===== config.mk =====
export PLATFORM = sky130hd
export DESIGN_NAME = mult_div_unit_flat
export DESIGN_NICKNAME = d
export VERILOG_FILES = /design/src/rtl/mdu_if.sv /design/src/rtl/mult_div_unit.sv /design/src/flat_wrapper.sv
export SDC_FILE = /design/constraint.sdc
export NUM_CORES = 1
export LEC_CHECK = 0
export ABC_AREA = 0
export CORE_ASPECT_RATIO = 0.9
export CORE_UTILIZATION = 45
export CTS_CLUSTER_SIZE = 24
export DETAILED_ROUTE_END_ITERATION = 12
export PLACE_DENSITY = 0.65
export SYNTH_ARGS = -nofsm -noshare
export SYNTH_HDL_FRONTEND = slang
export SYNTH_SLANG_ARGS = --single-unit

===== constraint.sdc =====
create_clock -name clk -period 4.8 [get_ports clk]
set_input_delay 0.48 -clock clk [delete_from_list [all_inputs] [get_ports clk]]
set_output_delay 0.48 -clock clk [all_outputs]
set_load 0.05 [all_outputs]

===== src/rtl/mdu_if.sv =====
// mdu_if: request/result bundle of mult_div_unit; MDU_HILO_WRITE_EN adds the mthi/mtlo write port.
interface mdu_if #(parameter int WIDTH = 32);
  logic             Start;
  logic [1:0]       Op;
  logic [WIDTH-1:0] SrcA;
  logic [WIDTH-1:0] SrcB;
  logic             Busy;
  logic             Done;
  logic [WIDTH-1:0] HI;
  logic [WIDTH-1:0] LO;
`ifdef MDU_HILO_WRITE_EN
  logic             WEHI;
  logic             WELO;
  logic [WIDTH-1:0] WDHL;
  modport master(output Start, Op, SrcA, SrcB, WEHI, WELO, WDHL, input Busy, Done, HI, LO);
  modport slave(input Start, Op, SrcA, SrcB, WEHI, WELO, WDHL, output Busy, Done, HI, LO);
`else
  modport master(output Start, Op, SrcA, SrcB, input Busy, Done, HI, LO);
  modport slave(input Start, Op, SrcA, SrcB, output Busy, Done, HI, LO);
`endif
endinterface


===== src/rtl/mult_div_unit.sv =====
// mult_div_unit: iterative MULT/MULTU/DIV/DIVU with HI/LO, WIDTH+1 cycle latency; MDU_HILO_WRITE_EN adds mthi/mtlo.
module mult_div_unit #(
  parameter int WIDTH = 32
) (
  input logic  clk,
  input logic  reset,
  mdu_if.slave bus
);
  localparam int CW = $clog2(WIDTH);
  typedef enum logic [1:0] {IDLE, RUN, FIX} state_t;
  state_t           r_state, w_next;
  logic [CW-1:0]    r_cnt;
  logic             r_mul, r_sa, r_sb, r_dz, r_done;
  logic [WIDTH-1:0] r_m, r_acc, r_q, r_hi, r_lo;
  logic             w_sa, w_sb, w_ge;
  logic [WIDTH-1:0] w_ma, w_mb;
  logic [WIDTH:0]   w_sum, w_dsh, w_diff;
  logic [2*WIDTH-1:0] w_mstep, w_dstep, w_prod;
  assign w_sa    = ~bus.Op[0] & bus.SrcA[WIDTH-1];
  assign w_sb    = ~bus.Op[0] & bus.SrcB[WIDTH-1];
  assign w_ma    = w_sa ? -bus.SrcA : bus.SrcA;
  assign w_mb    = w_sb ? -bus.SrcB : bus.SrcB;
  assign w_sum   = {1'b0, r_acc} + (r_q[0] ? {1'b0, r_m} : '0);
  assign w_mstep = {w_sum, r_q[WIDTH-1:1]};
  assign w_dsh   = {r_acc, r_q[WIDTH-1]};
  assign w_diff  = w_dsh - {1'b0, r_m};
  assign w_ge    = ~w_diff[WIDTH];
  assign w_dstep = {w_ge ? w_diff[WIDTH-1:0] : w_dsh[WIDTH-1:0], r_q[WIDTH-2:0], w_ge};
  assign w_prod  = {r_acc, r_q};
  always_comb begin
    w_next = r_state;
    if (r_state == IDLE) w_next = bus.Start ? RUN : IDLE;
    else if (r_state == RUN) w_next = (r_cnt == CW'(WIDTH - 1)) ? FIX : RUN;
    else w_next = IDLE;
  end
  always_ff @(posedge clk) r_state <= reset ? IDLE : w_next;
  always_ff @(posedge clk) begin
    if (reset) begin
      r_cnt  <= '0;
      r_done <= 1'b0;
      r_hi   <= '0;
      r_lo   <= '0;
      r_mul  <= 1'b0;
      r_sa   <= 1'b0;
      r_sb   <= 1'b0;
      r_dz   <= 1'b0;
      r_m    <= '0;
      r_acc  <= '0;
      r_q    <= '0;
    end else begin
      r_done <= r_state == FIX;
      if (r_state == IDLE) begin
        if (bus.Start) begin
          r_mul <= ~bus.Op[1];
          r_sa  <= w_sa;
          r_sb  <= w_sb;
          r_dz  <= bus.Op[1] & (bus.SrcB == '0);
          r_m   <= bus.Op[1] ? w_mb : w_ma;
          r_q   <= bus.Op[1] ? w_ma : w_mb;
          r_acc <= '0;
          r_cnt <= '0;
        end
`ifdef MDU_HILO_WRITE_EN
        if (bus.WEHI) r_hi <= bus.WDHL;
        if (bus.WELO) r_lo <= bus.WDHL;
`endif
      end else if (r_state == RUN) begin
        r_cnt <= r_cnt + 1'b1;
        {r_acc, r_q} <= r_mul ? w_mstep : w_dstep;
      end else if (r_mul) begin
        {r_hi, r_lo} <= (r_sa ^ r_sb) ? -w_prod : w_prod;
      end else begin
        // A zero divisor leaves the dividend magnitude in r_acc, so re-signing it restores SrcA
        r_hi <= r_sa ? -r_acc : r_acc;
        r_lo <= r_dz ? '1 : (r_sa ^ r_sb) ? -r_q : r_q;
      end
    end
  end
  assign bus.Busy = r_state != IDLE;
  assign bus.Done = r_done;
  assign bus.HI   = r_hi;
  assign bus.LO   = r_lo;
endmodule


===== src/flat_wrapper.sv =====
// flat-port wrapper written by rule: the top's interface ports become plain ports
module mult_div_unit_flat 
#(
  parameter int WIDTH = 32
)
  (clk, reset, bus_Start, bus_Op, bus_SrcA, bus_SrcB, bus_Busy, bus_Done, bus_HI, bus_LO);
  mdu_if #(.WIDTH(WIDTH)) bus_i ();
  input logic clk;
  input logic reset;
  input wire logic [$bits(bus_i.Start)-1:0] bus_Start;
  input wire logic [$bits(bus_i.Op)-1:0] bus_Op;
  input wire logic [$bits(bus_i.SrcA)-1:0] bus_SrcA;
  input wire logic [$bits(bus_i.SrcB)-1:0] bus_SrcB;
  output wire logic [$bits(bus_i.Busy)-1:0] bus_Busy;
  output wire logic [$bits(bus_i.Done)-1:0] bus_Done;
  output wire logic [$bits(bus_i.HI)-1:0] bus_HI;
  output wire logic [$bits(bus_i.LO)-1:0] bus_LO;
  assign bus_i.Start = bus_Start;
  assign bus_i.Op = bus_Op;
  assign bus_i.SrcA = bus_SrcA;
  assign bus_i.SrcB = bus_SrcB;
  assign bus_Busy = bus_i.Busy;
  assign bus_Done = bus_i.Done;
  assign bus_HI = bus_i.HI;
  assign bus_LO = bus_i.LO;
  mult_div_unit #(.WIDTH(WIDTH)) u_core (.clk(clk), .reset(reset), .bus(bus_i));
endmodule

==> reports/metrics.yaml <==
power:
  leakage_uw: 0.00628
  p_int_uw: 3260
  p_sw_uw: 2530
  p_comb_share_pct: 46.6
  pwr_density_cell_mw_per_mm2: 351
  p_seq_share_pct: 28.8
  power_switching_share_pct: 43.7
  p_clk_share_pct: 24.7
  ir_drop_mv: 0.257
grt:
  busiest_layer: "met1"
  met2_usage_pct: 43.2
  antenna_found_initial: 1
  grt_usage_pct: 29.6
  grt_overflow: 0
  grt_pass1_wl_mm: 74.8
  grt_pass1_vias: 13000
  use_met1_pct: 44.4
  use_met3_pct: 4.37
  grt_max_degree: 95
placed_design:
  pre_cts_ws_ns: 0.769
  dp.cells: 2408
  hpwlAfterDp_mm: 37.6
  port_buffers: 134
  gp_congestion: 0.955
yosys:
  syn_area_mm2: 0.0142
  synthCells: 1948
  yosysWarnings: 0
  synth_nets: 2089
  synth-edff-count: 0
  synth_top_cell_by_area: "dfxtp_1"
  synth_top_area_share_pct: 24.2
  ys_ff_latch: 172
  yosysSeqAreaShare_pct: 24.2
  synth-async-reset-ratio_pct: 0
  avgSynthCellArea_um2: 7.31
  ys.flop_type: "dfxtp_1"
  ys_top_cells_by_area: "dfxtp_1 (24%), nor2_1 (6.8%), a21oi_1 (6.4%)"
  ys_types: 81
timing:
  hold_slack_ns: 0.444
  layout_setup_ws_ns: 0.640
  fin_skew_ns: 0.0164
  grt_setup_unrepaired: "false"
  fin_crit_sh_pct: 86.7
  worstMarginPinSlew_ns: 1.11
  post-route-min-period_ns: 4.16
  fmax_mhz: 240
  fin_setup_tns_ns: 0
  slew_headroom_pct: 25.7
  finalSetupViolations: 0
  hold_viol_final: 0
  drv_slew: 0
floorplan:
  rows: 61
  io_pins: 135
  core_area_mm2: 0.0310
  die-width_um: 189
  initial_core_util_pct: 45.9
  die-area_mm2: 0.0323
  die_h_um: 171
clock_tree:
  cts_resized: 0
  cts.sinks: 172
  cts_hold_buf: 0
  cts_buffers: 17
  root_buffer: "clkbuf_16"
  htreeDepth: 4
  cts_tree: "yes"
  clkTransAtPathRegs_ns: 0.08
  postCtsSetupBuffers: 0
  cts_buffer_depth: 2
  clk_latency_ns: 0.45
worst_setup_path:
  cp_top_family: "compound AO/OA/AOI/OAI gates"
  cp_common_cell: "o31ai_1"
  path_class: "reg -> reg"
  slowest_delay_ns: 0.51
  crit_chain: "inv_1 > fa_1 > nand2b_1 > a21oi_1 > o21ai_0 > nand4_1 > a21boi_1 > o31ai_1 > xnor2_2 > buf_4 > mux2_2 > a22oi_1 > o31ai_1"
  cp.required_ns: 5.13
  slowest_stage: "dfxtp_1"
  critPathLaunchType: "flop"
  worstPathArrival_ns: 4.49
  critPathBufInv: 2
  worst-path-max-fanout: 21
  end_kind: "flop"
cells_and_area:
  diodes: 0
  drive_gt1_share_pct: 5.32
  nFillCells: 3064
  fin_nets: 2159
  fin_cells: 2440
  syn2layout_area_growth_pct: 16.2
worst_hold_path:
  hold_class: "reg -> reg"
detailed_routing:
  drt_iter0_drc: 1553
  post_drt_via_cell_ratio: 6.07
  wirelength_mm: 48.9
  ant_nets: 0
  drc: 0
  vias: 14800
  post_drt_wl_per_cell_um: 20.0
  drt_pass1_iterations: 6
run_status:
  status: "completed"
job:
  maxCapViolations: 0
-- per-stage QoR --
step | instance area, µm² | utilization (%) | power [µW]
5_1_grt | 16500 | 53.4 | 6110
2_1_floorplan | 14200 | - | 3540
4_1_cts | 16500 | 53.4 | 5750
3_3_place_gp | 15900 | 51.4 | 4300
3_5_place_dp | 15900 | 51.4 | 4320
6_report | 16500 | 53.4 | 5800
-- logic make-up after synthesis --
kind of cell | after synthesis | synth area share [%]
AO/OA/AOI/OAI | 623 | 28.2
XOR/XNOR | 167 | 10.3
adder cells (fa/ha/maj) | 72 | 6.44
buffers and inverters | 195 | 5.19
flip-flops | 172 | 24.2
multiplexers | 59 | 4.19
AND/OR/NAND/NOR | 660 | 21.5
-- routing by layer --
metal	share of wire [%]	vias to the layer above
li1	-	7180
met1	48	6970
met5	0.027	-
met2	42	605
met4	2.0	2
met3	7.9	59
-- cells in the final DEF, fill, tap and decap left out, types with 9 or more instances in the layout --
| cell | synthesis | layout |
|---|---|---|
| xnor2_1 | 92 | 91 |
| and2_1 | 12 | 12 |
| clkdlybuf4s50_1 | 0 | 132 |
| xor2_1 | 75 | 75 |
| nor2b_1 | 11 | 11 |
| a311oi_1 | 9 | 9 |
| or4_1 | 12 | 12 |
| ha_1 | 70 | 70 |
| a31oi_1 | 23 | 23 |
| inv_1 | 69 | 69 |
| buf_4 | 0 | 43 |
| nor2_1 | 258 | 257 |
| nand3_1 | 31 | 31 |
| nor4_1 | 14 | 14 |
| nand4_1 | 9 | 9 |
| nand2_1 | 193 | 193 |
| and3_1 | 9 | 9 |
| nand2b_1 | 19 | 19 |
| dfxtp_1 | 172 | 170 |
| or3_1 | 12 | 12 |
| a21oi_1 | 183 | 183 |
| a211oi_1 | 87 | 87 |
| o21ai_0 | 107 | 107 |
| mux2i_1 | 54 | 54 |
| a21o_1 | 39 | 39 |
| nor3b_1 | 10 | 10 |
| o211ai_1 | 45 | 45 |
| o31ai_1 | 25 | 25 |
| o22ai_1 | 16 | 16 |
| clkbuf_16 | 0 | 17 |
| nor3_1 | 37 | 37 |
-- layout make-up --
class	count	area (µm²)	area share, %
Clock buffer	19	453	2.74
Clock inverter	13	146	0.885
Inverter	70	263	1.59
Multi-Input combinational cell	1581	10100	60.9
Sequential cell	172	3450	20.9
Tap cell	409	512	3.09
Timing Repair Buffer	176	1650	9.97
-- Yosys cell counts (all sizes together), types with 19 or more instances --
| master | n |
|---|---|
| nor2 | 258 |
| nand2 | 193 |
| a21oi | 183 |
| dfxtp | 172 |
| o21ai | 115 |
| clkbuf | 113 |
| xnor2 | 92 |
| a211oi | 87 |
| xor2 | 75 |
| ha | 70 |
| inv | 70 |
| mux2i | 54 |
| o211ai | 45 |
| a21o | 39 |
| nor3 | 38 |
| nand3 | 32 |
| o31ai | 26 |
| a31oi | 23 |
| nand2b | 19 |
| nor4 | 19 |
-- power by group through the flow --
stage                     Combinational (µW)  Clock (µW)  Sequential [µW]
after detailed placement                2630           0             1690
after CTS                               2650        1440             1660
after floorplan                         1900           0             1640
final                                   2700        1430             1670
after global placement                  2610           0             1690
after global routing                    2940        1490             1680
-- registers in the layout, indices dropped and copies added, names as in the netlist, 2 cells and up --
register,count
u_core.bus.HI,32
u_core.r_m,32
u_core.r_q,32
u_core.r_state,2
u_core.bus.LO,32
u_core.r_acc,32
u_core.r_cnt,5
-- tightest hold or removal path, stage by stage, from the launching register on --
cell and delay (ns):
dfxtp_1 0.31, nand2_1 0.05, nand2_1 0.04
-- path summary, 6_finish.rpt --
kind	startpoint	endpoint	slack, ns	cells past startpoint
worst min-delay path	u_core.bus.HI[1]	u_core.bus.HI[1]	0.44	2
worst max register to register	u_core.r_acc[0]	u_core.r_acc[18]	0.64	13
worst max-delay path	u_core.r_acc[0]	u_core.r_acc[18]	0.64	13
worst min register to register	u_core.bus.HI[1]	u_core.bus.HI[1]	0.44	2
No activity file was read; power rests on OpenSTA's default activity.
